==> src/rtl/pool_pkg.sv <==
// Shared definitions for the 2x2 / stride-2 max-pool stage: default
// geometry, FSM state encoding and window address helpers.
package pool_pkg;

    // Default channel geometry (28x28 conv output) and the pooled map it yields.
    localparam int H_DEF = 28;
    localparam int W_DEF = 28;
    localparam int OH    = H_DEF / 2;
    localparam int OW    = W_DEF / 2;
    localparam int NWIN  = OH * OW;

    // FSM state encoding, kept as plain constants for legacy tool flows.
    typedef logic [2:0] state_t;
    localparam state_t S_IDLE = 3'd0;
    localparam state_t S_RD0  = 3'd1;
    localparam state_t S_RD1  = 3'd2;
    localparam state_t S_RD2  = 3'd3;
    localparam state_t S_RD3  = 3'd4;
    localparam state_t S_CAP  = 3'd5;
    localparam state_t S_WR   = 3'd6;
    localparam state_t S_DONE = 3'd7;

    // Offset of the idx-th window element from the window base: {0, 1, W, W+1}.
    function automatic int win_offset(input int idx, input int w);
        case (idx)
            0:       return 0;
            1:       return 1;
            2:       return w;
            default: return w + 1;
        endcase
    endfunction

    // Counter width able to hold 0..n-1, never narrower than one bit.
    function automatic int cnt_width(input int n);
        return (n > 1) ? $clog2(n) : 1;
    endfunction

endpackage

==> src/rtl/pool_addr_gen.sv <==
// Window walker for the max-pool stage: row/column/output counters plus a
// running window base address, advanced once per window by the FSM.
module pool_addr_gen
    import pool_pkg::*;
#(
    parameter int H   = H_DEF,
    parameter int W   = W_DEF,
    parameter int AW  = 10,
    parameter int OAW = 8
) (
    input  logic           clk,
    input  logic           rst,
    input  logic           clear,
    input  logic           step,
    output logic [AW-1:0]  base,
    output logic [OAW-1:0] out_idx,
    output logic           last
);

    localparam int OUT_H = H / 2;
    localparam int OUT_W = W / 2;
    localparam int RW    = cnt_width(OUT_H);
    localparam int CWD   = cnt_width(OUT_W);

    // Moving one window right adds 2; wrapping to the next window row jumps
    // from 2r*W + 2(OUT_W-1) to 2(r+1)*W. With odd W this skips the
    // trailing column, which is never read.
    localparam logic [AW-1:0] COL_STEP = AW'(2);
    localparam logic [AW-1:0] ROW_STEP = AW'(2 * W - 2 * OUT_W + 2);

    logic [RW-1:0]  r;
    logic [CWD-1:0] c;

    // Counters clear on start and advance once per window on step.
    always_ff @(posedge clk or negedge rst) begin
        if (!rst) begin
            r       <= '0;
            c       <= '0;
            base    <= '0;
            out_idx <= '0;
        end else if (clear) begin
            r       <= '0;
            c       <= '0;
            base    <= '0;
            out_idx <= '0;
        end else if (step) begin
            out_idx <= out_idx + OAW'(1);
            if (c == CWD'(OUT_W - 1)) begin
                c    <= '0;
                r    <= r + RW'(1);
                base <= base + ROW_STEP;
            end else begin
                c    <= c + CWD'(1);
                base <= base + COL_STEP;
            end
        end
    end

    assign last = (r == RW'(OUT_H - 1)) && (c == CWD'(OUT_W - 1));

endmodule

==> src/rtl/max_pool_stage.sv <==
// 2x2, stride-2 max-pool over one conv output channel. Reads four values per
// window through a 1-cycle-latency port, keeps a signed running max, and
// writes the (optionally ReLU-clamped) result to the pooled-feature buffer.
module max_pool_stage
    import pool_pkg::*;
#(
    parameter int H    = H_DEF,
    parameter int W    = W_DEF,
    parameter int DW   = 8,
    parameter int AW   = 10,
    parameter int OAW  = 8,
    parameter int CW   = 4,
    parameter int RELU = 1
) (
    input  logic           clk,
    input  logic           rst,
    input  logic           start,
    input  logic [CW-1:0]  ch,
    output logic           busy,
    output logic           done,
    output logic           rd_en,
    output logic [AW-1:0]  rd_addr,
    input  logic [DW-1:0]  rd_data,
    output logic           wr_en,
    output logic [CW-1:0]  wr_ch,
    output logic [OAW-1:0] wr_addr,
    output logic [DW-1:0]  wr_data
);

    localparam logic [AW-1:0] OFF_1 = AW'(win_offset(1, W));
    localparam logic [AW-1:0] OFF_2 = AW'(win_offset(2, W));
    localparam logic [AW-1:0] OFF_3 = AW'(win_offset(3, W));

    state_t                state;
    logic signed [DW-1:0]  max_q;
    logic signed [DW-1:0]  rd_s;
    logic signed [DW-1:0]  max_next;
    logic signed [DW-1:0]  wr_val;
    logic                  last_win;

    logic [AW-1:0]         base;
    logic [OAW-1:0]        out_idx;
    logic                  last;
    logic                  accept;
    logic                  step;

    assign accept = (state == S_IDLE) && start;
    // Counters advance while the window's write data is being captured, so
    // the next base is ready when WR hands over to RD0.
    assign step   = (state == S_CAP);

    pool_addr_gen #(
        .H   (H),
        .W   (W),
        .AW  (AW),
        .OAW (OAW)
    ) u_addr_gen (
        .clk     (clk),
        .rst     (rst),
        .clear   (accept),
        .step    (step),
        .base    (base),
        .out_idx (out_idx),
        .last    (last)
    );

    // Strict greater-than keeps the held value on ties.
    assign rd_s     = signed'(rd_data);
    assign max_next = (rd_s > max_q) ? rd_s : max_q;
    assign wr_val   = ((RELU != 0) && max_next[DW-1]) ? '0 : max_next;

    // Sequencer: four reads, capture of the last read, one write per window.
    // NOTE: sequential state uses non-blocking assignments so every register
    // samples pre-edge values; blocking here would create ordering races.
    always_ff @(posedge clk or negedge rst) begin
        if (!rst) begin
            state    <= S_IDLE;
            busy     <= 1'b0;
            done     <= 1'b0;
            rd_en    <= 1'b0;
            rd_addr  <= '0;
            wr_en    <= 1'b0;
            wr_ch    <= '0;
            wr_addr  <= '0;
            wr_data  <= '0;
            max_q    <= '0;
            last_win <= 1'b0;
        end else begin
            case (state)
                S_IDLE: begin
                    done <= 1'b0;
                    if (start) begin
                        wr_ch   <= ch;
                        busy    <= 1'b1;
                        rd_en   <= 1'b1;
                        rd_addr <= '0;
                        state   <= S_RD0;
                    end
                end
                S_RD0: begin
                    rd_addr <= base + OFF_1;
                    state   <= S_RD1;
                end
                S_RD1: begin
                    max_q   <= rd_s;
                    rd_addr <= base + OFF_2;
                    state   <= S_RD2;
                end
                S_RD2: begin
                    max_q   <= max_next;
                    rd_addr <= base + OFF_3;
                    state   <= S_RD3;
                end
                S_RD3: begin
                    max_q <= max_next;
                    rd_en <= 1'b0;
                    state <= S_CAP;
                end
                S_CAP: begin
                    max_q    <= max_next;
                    wr_en    <= 1'b1;
                    wr_addr  <= out_idx;
                    wr_data  <= wr_val;
                    last_win <= last;
                    state    <= S_WR;
                end
                S_WR: begin
                    wr_en <= 1'b0;
                    if (last_win) begin
                        busy  <= 1'b0;
                        done  <= 1'b1;
                        state <= S_DONE;
                    end else begin
                        rd_en   <= 1'b1;
                        rd_addr <= base;
                        state   <= S_RD0;
                    end
                end
                S_DONE: begin
                    done  <= 1'b0;
                    state <= S_IDLE;
                end
                default: begin
                    state <= S_IDLE;
                end
            endcase
        end
    end

endmodule

==> config.mk <==
export PLATFORM = sky130hd
export DESIGN_NAME = max_pool_stage
export DESIGN_NICKNAME = d
export VERILOG_FILES = /design/src/rtl/pool_pkg.sv /design/src/rtl/pool_addr_gen.sv /design/src/rtl/max_pool_stage.sv
export SDC_FILE = /design/constraint.sdc
export NUM_CORES = 1
export LEC_CHECK = 0
export BUFFER_PORTS_ARGS = -buffer_cell sky130_fd_sc_hd__buf_2
export CAP_MARGIN = 20
export CORE_ASPECT_RATIO = 0.75
export CORE_MARGIN = 1.5
export CORE_UTILIZATION = 53
export CTS_CLUSTER_DIAMETER = 100
export DETAILED_ROUTE_END_ITERATION = 10
export MAX_ROUTING_LAYER = met4
export PLACE_DENSITY_LB_ADDON = 0.08
export SYNTH_ARGS = -nofsm -noshare
export SYNTH_HDL_FRONTEND = slang
export SYNTH_HIERARCHICAL = 1
export SYNTH_SLANG_ARGS = --single-unit
==> constraint.sdc <==
create_clock -name clk -period 3 [get_ports clk]
set_input_delay 0.3 -clock clk [delete_from_list [all_inputs] [get_ports clk]]
set_output_delay 0.3 -clock clk [all_outputs]
set_load 0.03 [all_outputs]
==> impl_metrics.ini <==
[synth]
synth.top_cell.area_share_pct = 43.9
synth.largest_area_cell = dfrtp_1
synth_area_leaders = dfrtp_1, mux2_2, ha_1, nand3_1, nor2_1
synthCells = 407
synth_flop_cell = dfrtp_1
ys_seq_area_share_pct = 43.9
synth_seq_cells = 70
synthDistinctLibCells = 61
syn-cell-area_mm2 = 0.00399
async_reset_ff_share_pct = 100
synth_fp_nets = 439
yosysWarnings = 6
syn_area_per_cell_um2 = 9.81
synth_edf_count = 0

[cts]
clk_pin_slew_ns = 0.08
cts_max_path_buffers = 2
clk_latency_ns = 0.34
numCtsBuffers = 9
cts_hold_buf = 1
cts_tree = yes
cts_max_level = 3
cts-resized-gates = 0
clockRootBuffer = clkbuf_8
cts_setup_buffers = 0
cts.sink_count = 70

[grt]
overflow = 0
antenna_found_initial = 0
grt_pass1_vias = 2947
grt_pass1_wl_mm = 14.1
grt_max_degree = 71
grt_usage_pct = 22.8

[place]
dp_hpwl_mm = 5.70
place_area_mm2 = 0.00432
gp_congestion = 0.869
portBuffers = 47

[timing]
clock-skew-final_ns = 0.00627
clock.fmax_ghz = 0.410
relSlewSlack_pct = 54.6
setup_viol = 0
min_period_ns = 2.44
rsz0062_at_grt = false
hold_ws_ns = 0.188
tns_ns = 0
period_share_pct = 81.2
finalHoldViolCount = 0
slew_violations = 0
worstMarginPinSlew_ns = 0.681

[detailed_routing]
dr.pass1.iters = 4
wl_mm = 8.13
routedWlPerCell_um = 14.6
met3WireLength_um = 313
top_layer = met4
via_per_inst = 5.55
drc = 0
met2WireLength_mm = 3.59
ant_nets = 0
vias = 3090
drtIter0Drc = 122
wl_met1_mm = 4.12

[run]
cap_violations = 0

[final_layout]
final_util_pct = 62.1
drive_gt1_share_pct = 24.3
area_growth_pct = 14.1
nets = 483
final_area_mm2 = 0.00456
n_fill_cell = 624
diodes = 0

[floorplanning]
ioPinCount = 49
start_util_pct = 54.5
row_count = 27
die-area_mm2 = 0.00807
die_x_um = 103
coreArea_mm2 = 0.00733
die_h_um = 78.2

[critical_path]
cp-end-kind = register
cp.required_ns = 3.23
cp.arrival_ns = 2.67
start_kind = register
crit_fanout = 18
crit_type = register to register
reg2reg_slack_ns = 0.56

[min_path]
hp-class = input pin to register

[power_and_ir_drop]
p_leak_nw = 2.13
ir_worst_vdd_uv = 372
power_density_mw_per_mm2 = 911
p_total_mw = 4.15

[run_status]
status = finished, final reports clean
[layer usage]
| layer | up-vias | GRT usage [%] |
|---|---|---|
| met1 | 1481 | 31.2 |
| met3 | 11 | 5.08 |
| met5 | - | - |
| li1 | 1537 | - |
| met2 | 61 | 34.3 |
| met4 | 0 | 6.35 |
[path summary, 6_finish.rpt]
check                                       start                     end  depth (start not counted)
min                                         ch[1]    wr_ch[1]$_DFFE_PN0P_                          2
max reg2reg                  state[0]$_DFFE_PN0P_  rd_addr[4]$_DFFE_PN0P_                          7
max                          state[0]$_DFFE_PN0P_  rd_addr[4]$_DFFE_PN0P_                          7
max in group asynchronous                     rst  wr_addr[5]$_DFFE_PN0P_                          3
min reg2reg                wr_data[1]$_DFFE_PN0P_  wr_data[1]$_DFFE_PN0P_                          2
min in group asynchronous                     rst    max_q[2]$_DFFE_PN0P_                          3
[synth_stat cells, drive strengths merged, types with 4 or more instances]
library cell / n
or3: 5
inv: 20
a22oi: 5
o21ai: 23
nand2: 24
xnor2: 9
mux2i: 5
a21oi: 20
nand2b: 4
nor2b: 13
clkbuf: 10
nor2: 37
nor3: 8
and3: 4
mux2: 27
xor2: 10
dfrtp: 70
nor4: 6
nand4: 7
buf: 11
nand3: 31
ha: 17
[flip-flops by register name, indices dropped and copies added, names as in the netlist, 4 cells and up]
register	flops
u_addr_gen/r	4
wr_data	7
max_q	8
u_addr_gen/base	9
wr_ch	4
u_addr_gen/c	4
rd_addr	10
wr_addr	8
u_addr_gen/out_idx	8
[report_power, final]
part	internal (mW)	switching, mW
Clock	0.471	0.382
Sequential	1.19	0.256
Combinational	0.734	1.12
[worst max-delay path: stages (launching register included)]
cell,delay [ns]
dfrtp_1,0.71
and3b_1,0.36
ha_1,0.23
a21o_1,0.17
mux2i_1,0.25
mux2i_1,0.20
o21ai_0,0.13
mux2_2,0.28
[placed cells by master, fill, tap and decap left out, types with 2 or more instances in the layout]
cell       Yosys  layout
ha_1          17      17
nand3_1       30      30
buf_4          3       5
o31ai_1        2       2
a211oi_1       2       2
clkinv_4       0       3
clkbuf_8       0       9
conb_1         2       2
buf_2          6      47
dfrtp_1       70      70
nor4_1         4       4
a31o_2         3       3
a22oi_1        5       5
nand3b_1       3       3
mux2i_1        5       5
nor2b_1       13      13
nor2_1        36      36
a32o_1         2       2
a31oi_1        2       2
inv_1         20      20
a21oi_1       19      19
nor4_4         2       2
or3_1          4       4
or4_1          3       3
nor3_1         7       7
nand4_1        7       7
xnor2_1        9       9
and3_1         4       4
xor2_1        10      10
o21ai_0       23      23
nand2b_1       4       4
a21o_1         2       2
mux2_2        26      26
nand2_1       24      24
bufinv_16      0       2
[final cells by class]
type / instances / area [µm²] / share of cell area, %
Multi-Input combinational cell: 296 / 2080 / 45.6
Clock inverter: 7 / 98.8 / 2.17
Clock buffer: 9 / 124 / 2.72
Timing Repair Buffer: 54 / 303 / 6.65
Sequential cell: 70 / 1750 / 38.5
Inverter: 20 / 75.1 / 1.65
Tap cell: 101 / 126 / 2.77
[stage by stage]
step,cells,setup slack (ns)
6_report,557,0.563
5_1_grt,557,0.369
4_1_cts,557,0.574
3_5_place_dp,540,0.593
3_3_place_gp,540,0.636
2_1_floorplan,407,0.846
[cell families (layout without fill, tap and decap cells)]
family | after synthesis | in the layout | synth area share [%]
buf+inv | 41 | 90 | 4.35
simple gates | 152 | 152 | 21.0
xor+xnor | 19 | 19 | 4.17
mux | 32 | 32 | 8.87
flops | 70 | 70 | 43.9
compound gates | 74 | 74 | 12.2
other cells | 2 | 2 | 0.188
fa+ha+maj | 17 | 17 | 5.33
Power figures use the tool's default switching activity.
